==> config.mk <==
export PLATFORM = sky130hd
export DESIGN_NAME = inst_fetch
export DESIGN_NICKNAME = d
export VERILOG_FILES = /design/src/rtl/inst_fetch_pkg.sv /design/src/rtl/inst_fetch_skid_buf.sv /design/src/rtl/inst_fetch.sv
export SDC_FILE = /design/constraint.sdc
export NUM_CORES = 1
export LEC_CHECK = 0
export CORE_ASPECT_RATIO = 1.5
export CORE_MARGIN = 4
export CORE_UTILIZATION = 50
export CTS_BUF_LIST = sky130_fd_sc_hd__clkbuf_4 sky130_fd_sc_hd__clkbuf_8
export DETAILED_ROUTE_END_ITERATION = 7
export GPL_TIMING_DRIVEN = 0
export PLACE_DENSITY = 0.84
export SLEW_MARGIN = 25
export SYNTH_ARGS = -nofsm -noshare
export SYNTH_HDL_FRONTEND = slang
export SYNTH_SLANG_ARGS = --single-unit
export TNS_END_PERCENT = 10
==> constraint.sdc <==
create_clock -name clk -period 11.1 [get_ports clk]
set_clock_uncertainty 0.2 [all_clocks]
set_input_delay 1.665 -clock clk [delete_from_list [all_inputs] [get_ports clk]]
set_output_delay 1.665 -clock clk [all_outputs]
set_load 0.005 [all_outputs]
==> src/rtl/inst_fetch_pkg.sv <==
// Shared widths, reset fetch address and FSM encoding for the instruction-fetch front end.
package inst_fetch_pkg;

    localparam logic [31:0] DEF_INIT_PC = 32'hBFC0_0000;
    localparam int          ADDR_BUS    = 32;
    localparam int          DATA_BUS    = 32;
    localparam int          MEM_SEL_BUS = 4;

    typedef enum logic [1:0] {
        BOOT = 2'd0,
        RUN  = 2'd1,
        HOLD = 2'd2
    } fetch_state_t;

    function automatic logic is_aligned(input logic [1:0] lsb);
        return lsb == 2'b00;
    endfunction

endpackage

==> src/rtl/inst_fetch_skid_buf.sv <==
// Single-entry hold slot that keeps the word decode could not accept, since the
// ROM output is lost once its enable drops.
module fetch_skid_buf #(
    parameter int ADDR_WIDTH = 32,
    parameter int DATA_WIDTH = 32
) (
    input  logic                  clk,
    input  logic                  rst,
    input  logic                  i_load,
    input  logic                  i_clear,
    input  logic [DATA_WIDTH-1:0] i_data,
    input  logic [ADDR_WIDTH-1:0] i_pc,
    input  logic                  i_err,
    output logic                  o_valid,
    output logic [DATA_WIDTH-1:0] o_data,
    output logic [ADDR_WIDTH-1:0] o_pc,
    output logic                  o_err
);

    logic                  r_valid;
    logic [DATA_WIDTH-1:0] r_data;
    logic [ADDR_WIDTH-1:0] r_pc;
    logic                  r_err;

    always_ff @(posedge clk) begin
        if (rst) begin
            r_valid <= 1'b0;
        end else if (i_clear) begin
            r_valid <= 1'b0;
        end else if (i_load) begin
            r_valid <= 1'b1;
        end
    end

    // Payload is only meaningful while r_valid is set, so it carries no reset.
    always_ff @(posedge clk) begin
        if (i_load) begin
            r_data <= i_data;
            r_pc   <= i_pc;
            r_err  <= i_err;
        end
    end

    assign o_valid = r_valid;
    assign o_data  = r_data;
    assign o_pc    = r_pc;
    assign o_err   = r_err;

endmodule

==> src/rtl/inst_fetch.sv <==
// Instruction-fetch front end: owns the PC, drives the ROM port and presents
// {inst, pc, valid} to decode across the ROM's one-cycle read latency.
module inst_fetch
    import inst_fetch_pkg::*;
#(
    parameter int                    ADDR_WIDTH = ADDR_BUS,
    parameter int                    DATA_WIDTH = DATA_BUS,
    parameter logic [ADDR_WIDTH-1:0] INIT_PC    = DEF_INIT_PC[ADDR_WIDTH-1:0]
) (
    input  logic                   clk,
    input  logic                   rst,
    input  logic                   stall,
    input  logic                   flush,
    input  logic [ADDR_WIDTH-1:0]  flush_pc,
    output logic                   rom_en,
    output logic [MEM_SEL_BUS-1:0] rom_write_en,
    output logic [ADDR_WIDTH-1:0]  rom_addr,
    output logic [DATA_WIDTH-1:0]  rom_write_data,
    input  logic [DATA_WIDTH-1:0]  rom_read_data,
    output logic                   inst_valid,
    output logic [DATA_WIDTH-1:0]  inst,
    output logic [ADDR_WIDTH-1:0]  inst_pc,
    output logic                   inst_addr_err
);

    fetch_state_t          r_state;
    fetch_state_t          w_state_nxt;
    logic [ADDR_WIDTH-1:0] r_pc;
    logic [ADDR_WIDTH-1:0] r_req_pc;
    logic                  r_req_valid;
    logic                  r_req_err;
    logic                  r_halt;

    logic                  w_want;
    logic                  w_aligned;
    logic [ADDR_WIDTH-1:0] w_addr;
    logic [ADDR_WIDTH-1:0] w_addr_inc;
    logic                  w_hold_load;
    logic                  w_hold_clear;
    logic                  w_hold_valid;
    logic [DATA_WIDTH-1:0] w_hold_data;
    logic [ADDR_WIDTH-1:0] w_hold_pc;
    logic                  w_hold_err;
    logic                  w_valid;
    logic                  w_err;

    always_comb begin
        w_state_nxt  = r_state;
        w_want       = 1'b0;
        w_hold_load  = 1'b0;
        w_hold_clear = flush;
        w_addr       = flush ? flush_pc : r_pc;
        case (r_state)
            BOOT: begin
                w_state_nxt = RUN;
            end
            RUN: begin
                w_want = flush | (~stall & ~r_halt);
                if (!flush && stall && r_req_valid && !w_hold_valid) begin
                    w_hold_load = 1'b1;
                    w_state_nxt = HOLD;
                end
            end
            HOLD: begin
                w_want = flush | (~stall & ~r_halt);
                if (flush || !stall) begin
                    w_hold_clear = 1'b1;
                    w_state_nxt  = RUN;
                end
            end
            default: begin
                w_state_nxt = BOOT;
            end
        endcase
    end

    assign w_aligned  = is_aligned(w_addr[1:0]);
    assign w_addr_inc = w_addr + ADDR_WIDTH'(4);

    // A misaligned target is never sent to the ROM; it becomes an error slot and
    // fetching halts until the next redirect.
    always_ff @(posedge clk) begin
        if (rst) begin
            r_state     <= BOOT;
            r_pc        <= INIT_PC;
            r_req_valid <= 1'b0;
            r_req_err   <= 1'b0;
            r_halt      <= 1'b0;
        end else begin
            r_state     <= w_state_nxt;
            r_req_valid <= w_want;
            if (w_want) begin
                r_req_err <= ~w_aligned;
                r_halt    <= ~w_aligned;
                r_pc      <= w_aligned ? w_addr_inc : w_addr;
            end
        end
    end

    always_ff @(posedge clk) begin
        if (w_want) begin
            r_req_pc <= w_addr;
        end
    end

    fetch_skid_buf #(
        .ADDR_WIDTH (ADDR_WIDTH),
        .DATA_WIDTH (DATA_WIDTH)
    ) u_skid (
        .clk     (clk),
        .rst     (rst),
        .i_load  (w_hold_load),
        .i_clear (w_hold_clear),
        .i_data  (rom_read_data),
        .i_pc    (r_req_pc),
        .i_err   (r_req_err),
        .o_valid (w_hold_valid),
        .o_data  (w_hold_data),
        .o_pc    (w_hold_pc),
        .o_err   (w_hold_err)
    );

    assign rom_en         = w_want & w_aligned & ~rst;
    assign rom_addr       = w_addr;
    assign rom_write_en   = '0;
    assign rom_write_data = '0;

    assign w_valid = ~rst & ~flush & (w_hold_valid | r_req_valid);
    assign w_err   = w_hold_valid ? w_hold_err : r_req_err;

    assign inst_valid    = w_valid;
    assign inst_addr_err = w_valid & w_err;
    assign inst          = (!w_valid || w_err) ? '0
                         : (w_hold_valid ? w_hold_data : rom_read_data);
    assign inst_pc       = !w_valid ? '0 : (w_hold_valid ? w_hold_pc : r_req_pc);

endmodule

### Word-level counts from Yosys, hierarchy flattened

Cells that the tools add are included.

* bits in registers: 134
* input bits: 68
* output and inout bits: 135
* logic and storage cells: 56

* add/subtract/negate cells: 1
* equality and inequality tests: 4
* mux-type cells: 15
* bitwise logic cells: 13
* reduce and logical (&&, ||, !) cells: 14

Operators by type and width (count)
* 32-bit two-way mux: 6
* 32-bit by 3-bit adder with 32-bit output (second input constant): 1
* 1-bit AND: 6
* 1-bit two-way mux: 6
* 2-bit one-hot mux with 3 select lines: 1
* 1-bit NOT: 5
* 1-bit logical NOT: 4
* 2-bit logical NOT: 2
* 2-bit two-way mux: 2
* 2-bit inequality test (second input constant): 2
* 2-bit OR reduction: 2
* 1-bit logical AND: 3
* 2-bit by 1-bit equality test with 1-bit output (second input constant): 1
* 2-bit equality test (second input constant): 1
* 1-bit logical OR: 2
* 1-bit OR: 2
* 2-bit AND reduction: 1

### Longest topological paths before layout

Gate-level depths: netlist (run 1).

* depth after elaboration: 6
* gate-level depth with buffers: 12
* depth with buffers taken out: 8

### By module

A second synthesis (run 1) with hierarchy kept.

* cell total of the unflattened synthesis: 638
* area total of the unflattened synthesis: 6957.9 sq um

By module, submodules not included
* inst_fetch: times used 1, cells each 570, area each 4972.3 sq um, seq. area each 1681.6 sq um
* fetch_skid_buf: times used 1, cells each 68, area each 1985.7 sq um, seq. area each 1971.9 sq um

### Worst setup path before layout (run 1)

OpenSTA, ideal clock, no wires.

* path kind: input port to output port
* start point: in flush
* end point: out inst[10]
* arrival time: 3.052 ns
* required time: 9.235 ns
* setup slack: 6.183 ns
* cell stages on the path: 10
* buffers on the path: 5
* cell sequence: buf_4 > buf_4 > buf_6 > buf_2 > nor2_1 > o21ai_1 > inv_1 > nand2_1 > buf_2 > nor2_1

* cells in the longest elaborated chain, start to end: 6

RTL lines
* start: declaration: RTL line inst_fetch.sv:13 `input logic flush,`
* 1-bit NOT: RTL line inst_fetch.sv:128 `assign w_valid = ~rst & ~flush & (w_hold_valid | r_req_valid);`
* 1-bit AND (2 in series): RTL line inst_fetch.sv:128
* named net inst_valid: RTL line inst_fetch.sv:20 `output logic inst_valid,`
* 1-bit logical NOT
* 1-bit logical OR: RTL line inst_fetch.sv:133 `assign inst = (!w_valid || w_err) ? '0`
* 32-bit two-way mux: RTL line inst_fetch.sv:133
* end: declaration: RTL line inst_fetch.sv:21 `output logic [DATA_WIDTH-1:0] inst,`

The timed path passes the listed nets, and every way through them passes these cells.

### Worst setup path in the final report (run 1)

* start point: in flush
* end point: out inst[8]

* cells in the longest elaborated chain, start to end: 6

RTL lines (RTL line)
* 1-bit NOT: inst_fetch.sv:128
* 1-bit AND (2 in series): inst_fetch.sv:128
* 1-bit logical NOT
* 1-bit logical OR: inst_fetch.sv:133
* 32-bit two-way mux: inst_fetch.sv:133

No other way between the ends.

==> results of run 1 <==
## how the worst min path moves through the flow
| stage | start | endpoint | slack [ps] | cells past startpoint |
|---|---|---|---|---|
| after global routing | r_req_pc[6] | u_skid.o_pc[6] | 250 | 0 |
| after detailed placement | r_req_pc[9] | u_skid.o_pc[9] | 240 | 0 |
| after floorplan | r_req_pc[0] | u_skid.o_pc[0] | 230 | 0 |
| after global placement | r_req_pc[14] | u_skid.o_pc[14] | 230 | 0 |
| after CTS | r_req_pc[9] | u_skid.o_pc[9] | 240 | 0 |
| final | r_req_pc[9] | u_skid.o_pc[9] | 240 | 0 |
## synthesized netlist by cell type (all sizes together) (7+ instances only)
cell type  instances
edfxtp            97
nor2              80
mux2i             72
buf               53
nand2             44
dfxtp             37
mux2              26
nand3             24
a21oi             20
clkbuf            16
inv               13
nor3              12
o21ai             12
nand4             10
nand3b             8
xnor2              7
## layout by cell type (no fill, tap or decap), types with 4 or more instances in the layout
| cell | netlist | layout |
|---|---|---|
| nand4_1 | 10 | 10 |
| buf_1 | 5 | 5 |
| clkinvlp_4 | 0 | 5 |
| clkdlybuf4s50_1 | 0 | 166 |
| conb_1 | 1 | 36 |
| xor2_1 | 4 | 4 |
| nand3b_1 | 8 | 8 |
| buf_2 | 9 | 9 |
| buf_4 | 38 | 38 |
| inv_1 | 13 | 13 |
| edfxtp_1 | 97 | 97 |
| a211oi_1 | 6 | 6 |
| nand4b_1 | 6 | 6 |
| or4_1 | 4 | 4 |
| nor2_1 | 80 | 80 |
| nand3_1 | 24 | 24 |
| nand2_1 | 43 | 43 |
| ha_1 | 4 | 4 |
| o21ai_0 | 10 | 10 |
| and3_1 | 5 | 5 |
| mux2_2 | 26 | 26 |
| o31ai_1 | 6 | 6 |
| dfxtp_1 | 37 | 37 |
| clkinv_2 | 0 | 4 |
| clkbuf_1 | 16 | 15 |
| mux2i_1 | 72 | 72 |
| nor3_1 | 12 | 12 |
| clkbuf_8 | 0 | 17 |
| a21oi_1 | 20 | 20 |
| xnor2_1 | 7 | 7 |
## flip-flops by register name, indices dropped and copies added (netlist names)
signal,count
r_halt,1
u_skid.o_err,1
u_skid.o_pc,32
r_pc,32
r_state,2
u_skid.o_valid,1
u_skid.o_data,32
r_req_pc,32
r_req_valid,1
## per-stage QoR
stage               setup slack, ps  hold slack (ps)  cells
finish                         4440              243   1021
global route                   4280              251   1021
CTS                            4470              242   1021
detailed placement             4470              235    989
global placement               4510              231    987
floorplan                      6180              226    659
## cell type report
| type | instances | area share (%) |
|---|---|---|
| Tap cell | 162 | 2.16 |
| Buffer | 69 | 4.50 |
| Inverter | 15 | 0.601 |
| Clock buffer | 19 | 2.66 |
| Timing Repair Buffer | 168 | 18.3 |
| Clock inverter | 13 | 1.44 |
| Sequential cell | 134 | 39.0 |
| Multi-Input combinational cell | 441 | 31.4 |
## power by group
group	switching, mW	leakage [nW]	internal, mW	total (mW)
sequential	0.0163	1.19	0.567	0.584
clock	0.191	0.184	0.203	0.394
combinational	0.102	1.94	0.0934	0.195
total	0.309	3.31	0.864	1.17
## kinds of logic after synthesis
logic type	Yosys count	synth area share, %
AOI/OAI and AO/OA	77	8.16
xor gates and xnor gates	11	1.39
adders and majority gates	4	0.722
buffers and inverters	84	6.88
DFF	134	52.7
muxes	98	14.6
other	1	0.0541
and+or+nand+nor	215	15.5
## layer usage
metal | vias up | global-route usage (%) | wire [µm]
met4 | 0 | 11.2 | 591
li1 | 2682 | - | -
met3 | 52 | 4.24 | 1290
met5 | - | 0 | 0
met1 | 2840 | 28.7 | 7710
met2 | 296 | 45.1 | 10600
==> qor.csv, run 1 <==
metric,value,unit
Startpoint Class,primary input,
Placer Congestion,0.917,
TNS Setup,0,ps
root buffer cell,clkbuf_8,
Fillers,1038,
I/O pin count,203,
crit path from,flush,
asr flop ratio synth,0,%
DRC viols,0,
critical path's top delay family,buffers and inverters,
CP Capture Type,output port,
final instance area,9360,µm²
FF-to-FF End,r_pc[31],
multi-input gate area in the final layout,2940,µm²
Overall Power,1.17,mW
Finish-stage setup viols,0,
R2R Setup Slk,8250,ps
Longest Clk Path Bufs,2,
Leak,3.31,nW
fin nets,918,
GRT overflow,0,
vias in the first global route,5960,
status,"finished, final reports clean",
CTS tree,yes,
crit-path max FO,10,
syn_area_per_cell,11.1,µm²
DIE AREA,15800,µm²
crit path max-delay cell type,clkdlybuf4s50_1,
layout cells sized above 1,14.1,%
Clock Latency Late Sink,430,ps
leading area contributor after synthesis,edfxtp_1,
Final Util,69.2,%
DRT antenna net count,0,
P per Cell Area,125,nW/µm²
total vias in the final route,5870,
Post-Synthesis Cells,624,
worst path arrival time,4800,ps
vias per cell,5.75,
Crit Path Class,primary input to output port,
Yosys reg bits,134,
Clock transition at path regs,80,ps
RSZ-0062 raised after global routing,no,
fin crit period,6660,ps
die width,104,µm
Initial Util,51.2,%
Slowest Stage Delay on Critical Path,580,ps
synth warn,0,
n_diodes,0,
Fmax achieved,150,MHz
Global Route Usage Sum,24.9,%
register area,3650,µm²
hpwl dp,15300,µm
min-delay worst type,flip-flop to flip-flop,
post-synth cell types,70,
Slew Limit Fails,0,
FP Rows,52,
Buf/Inv on CP,8,
CTS buffer count,17,
"Hold Vio Cnt, Final",0,
DR WL/cell,19.7,µm
Post-Syn Area,6930,µm²
final worst path period share,60.0,%
critical path depth,12,
die height,152,µm
Pre-antenna DRT Iters,5,
drt total wl,20200,µm
Max H-tree Level,4,
"Seq/Total Area, Yosys",52.7,%
core area,13500,µm²
Yosys top cell area share,42.0,%
Layout area overhead,35.1,%
reg2reg start,r_state[0],
drt first-iter violations,462,
Peak VDD IR,0.0761,mV
CTS sink cnt,134,
post-CTS setup buffer count,0,
largest net degree at the start of global routing,52,
max-cap violations,0,
CP endpoint,inst[8],
global-route wire length before repair,31700,µm
# hold bufs at CTS,0,
Slew @ Worst Pin,763,ps
top post-synthesis cells by area,"edfxtp_1 42%, dfxtp_1 11%, mux2i_1 10%",
PortBufs,166,
initial antenna violation count,0,
CP Data Required Time,9240,ps
Main synth FF type,edfxtp_1,
Worst slew margin,49.1,%
critical-path cell list,clkdlybuf4s50_1 -> buf_4 -> buf_4 -> buf_6 -> buf_2 -> nor2_1 -> o21ai_1 -> inv_1 -> nand2_1 -> buf_2 -> nor2_1 -> clkdlybuf4s50_1,
CTS resizes,0,
placed inst area,8980,µm²
Post-synth EDFFs,97,
cell count of the worst reg-to-reg path,8,
Power figures use the tool's default switching activity.
==> run 2: changes to the inputs <==
Settings changed: CORE_UTILIZATION 50 to 49, PLACE_DENSITY 0.84 to 0.82.
Clock period 11.1 ns to 7 ns, I/O delays scaled along.
==> run 2 against run 1 <==
Design area grew 0.69%. Sequential power up 59%. Flip-flop and latch count did not move. Critical endpoint is now inst[2].
==> qor.csv, run 2 (synthesis results as in run 1) <==
metric,value,unit,change
status,"finished, final reports clean",,
Leak,3.35,nW,+1.1%
core area,13900,µm²,+2.9%
Sw Ratio,25.2,%,-1.2 points
CP Capture Type,output port,,
critical-path cell list,clkdlybuf4s50_1 -> buf_4 -> buf_4 -> buf_6 -> buf_2 -> nor2_1 -> o21ai_1 -> inv_1 -> nand2_1 -> buf_2 -> nor2_1 -> clkdlybuf4s50_1,,
Layout area overhead,36.0,%,
CTS sink cnt,134,,unchanged
Slowest Stage Delay on Critical Path,590,ps,about the same
Clock power frac,36.7,%,+3.1 points
"Hold Vio Cnt, Final",0,,unchanged
die height,154,µm,+0.96%
DRC viols,0,,unchanged
Clock transition at path regs,70,ps,about the same
vias per cell,5.63,,-2.2%
DR WL/cell,19.9,µm,+0.65%
final worst path period share,77.8,%,
Psw,0.490,mW,+59%
worst path arrival time,4190,ps,-610 ps
CTS buffer count,17,,unchanged
Global Route Usage Sum,25.0,%,+0.074 points
"commonest non-fill, non-tap cell in the layout",clkdlybuf4s50_1,,
Sequential Power Share,47.5,%,-2.3 points
Comb power frac,15.8,%,-0.8 points
vias in the first global route,5931,,-0.49%
Pre-antenna DRT Iters,5,,unchanged
hpwl dp,15500,µm,+1.5%
PortBufs,166,,unchanged
crit-path max FO,10,,unchanged
max-cap violations,0,,unchanged
fin crit period,5440,ps,
drt total wl,20300,µm,+0.94%
pre-CTS setup slack,1590,ps,-2880 ps
largest net degree at the start of global routing,57,,+9.6%
Max H-tree Level,4,,unchanged
Slew @ Worst Pin,813,ps,+50.0 ps
die width,105,µm,+0.94%
Finish-stage setup viols,0,,unchanged
FP Rows,53,,+1.9%
RSZ-0062 raised after global routing,no,,
Buf/Inv on CP,8,,unchanged
Initial Util,49.8,%,-1.4 points
critical path's top delay family,buffers and inverters,,
root buffer cell,clkbuf_8,,
Worst slew margin,45.6,%,-3.5 points
DIE AREA,16200,µm²,+1.9%
CP Data Required Time,5750,ps,-3490 ps
Longest Clk Path Bufs,2,,unchanged
register area,3650,µm²,unchanged
CTS resizes,0,,unchanged
min-delay worst type,flip-flop to flip-flop,,
fin nets,918,,unchanged
post-CTS setup buffer count,0,,unchanged
# hold bufs at CTS,0,,unchanged
TNS Setup,0,ps,unchanged
DRT antenna net count,0,,unchanged
Placer Congestion,0.945,,+3.0%
global-route wire length before repair,31700,µm,+0.20%
Crit Path Class,primary input to output port,,
P per Cell Area,207,nW/µm²,+65%
total vias in the final route,5760,,-1.9%
most frequent cells in the layout,"166 x clkdlybuf4s50_1, 97 x edfxtp_1, 80 x nor2_1",,
I/O pin count,203,,unchanged
crit path max-delay cell type,clkdlybuf4s50_1,,
n_diodes,0,,unchanged
drt first-iter violations,383,,-17%
CTS tree,yes,,
Startpoint Class,primary input,,
Clock Latency Late Sink,450,ps,+20 ps
initial antenna violation count,0,,unchanged
layout cells sized above 1,14.1,%,unchanged
Slew Limit Fails,0,,unchanged
Fmax achieved,184,MHz,
Fillers,1102,,+6.2%
multi-input gate area in the final layout,2940,µm²,unchanged
Peak VDD IR,0.106,mV,+40%
setup slack after layout,1560,ps,-2880 ps
GRT overflow,0,,unchanged
Int Pwr,1.46,mW,+69%
==> run 2: changes by cell type in the layout (fill, tap and decap cells not counted), sizes merged <==
cell      delta
clkbuf       +2
clkinv       -1
clkinvlp     -3
bufinv       +2
==> run 2: cell type report <==
cell class                 instances  share of cell area (%)
multi-input combinational        441                    31.1
tap                              165                    2.19
clock buffer                      21                    2.87
sequential                       134                    38.8
clock inverter                    11                    1.86
buffer                            69                    4.47
timing repair buffer             168                    18.1
inverter                          15                   0.597
==> run 2: metal layers <==
metal  vias up  share of wire (%)  global-route usage [%]  wire length (µm)
li1       2685                  -                       -                 -
met1      2756                 38                    28.8              7820
met2       268                 52                    43.8             10500
met3        51                6.0                    5.42              1230
met4         0                3.7                    12.1               753
met5         -                  0                       0                 0
==> run 2: final timing paths <==
check                           slack (ps)  depth (start not counted)        start        endpoint
worst max-delay path                  1560                         12        flush         inst[2]
worst min-delay path                   260                          0  r_req_pc[1]  u_skid.o_pc[1]
worst max register to register        4090                          8   r_state[0]        r_pc[31]
worst min register to register         260                          0  r_req_pc[1]  u_skid.o_pc[1]
==> run 2: power by group through the flow <==
stage               Clock (mW)  Sequential (mW)  Combinational, mW
floorplan                    0            0.934              0.158
global placement             0            0.940              0.291
detailed placement           0            0.942              0.303
CTS                      0.727            0.924              0.305
global route             0.759            0.930              0.332
finish                   0.715            0.926              0.309
==> run 2: through the flow <==
step	instance area, µm²	util [%]	hold WS (ps)	std cells	power (mW)
after floorplan	7060	-	226	659	1.09
after global placement	8930	64.1	232	990	1.23
after detailed placement	8980	64.5	239	992	1.25
after CTS	9430	67.7	256	1024	1.96
after global routing	9430	67.7	255	1024	2.02
final	9430	67.7	255	1024	1.95
==> run 3: changes to the inputs <==
Clock period 7 ns to 5.15 ns, I/O delays scaled along.
==> results of run 3 <==
Same layout as run 2 (identical final DEF). Status: finished, final reports clean.
Among the figures that moved: setup slack after placement 1590 ps -> 248 ps; setup slack after layout 1560 ps -> 261 ps; register-to-register setup slack 4090 ps -> 2240 ps; total power 1.95 mW -> 2.65 mW; worst IR drop on VDD 0.106 mV -> 0.144 mV
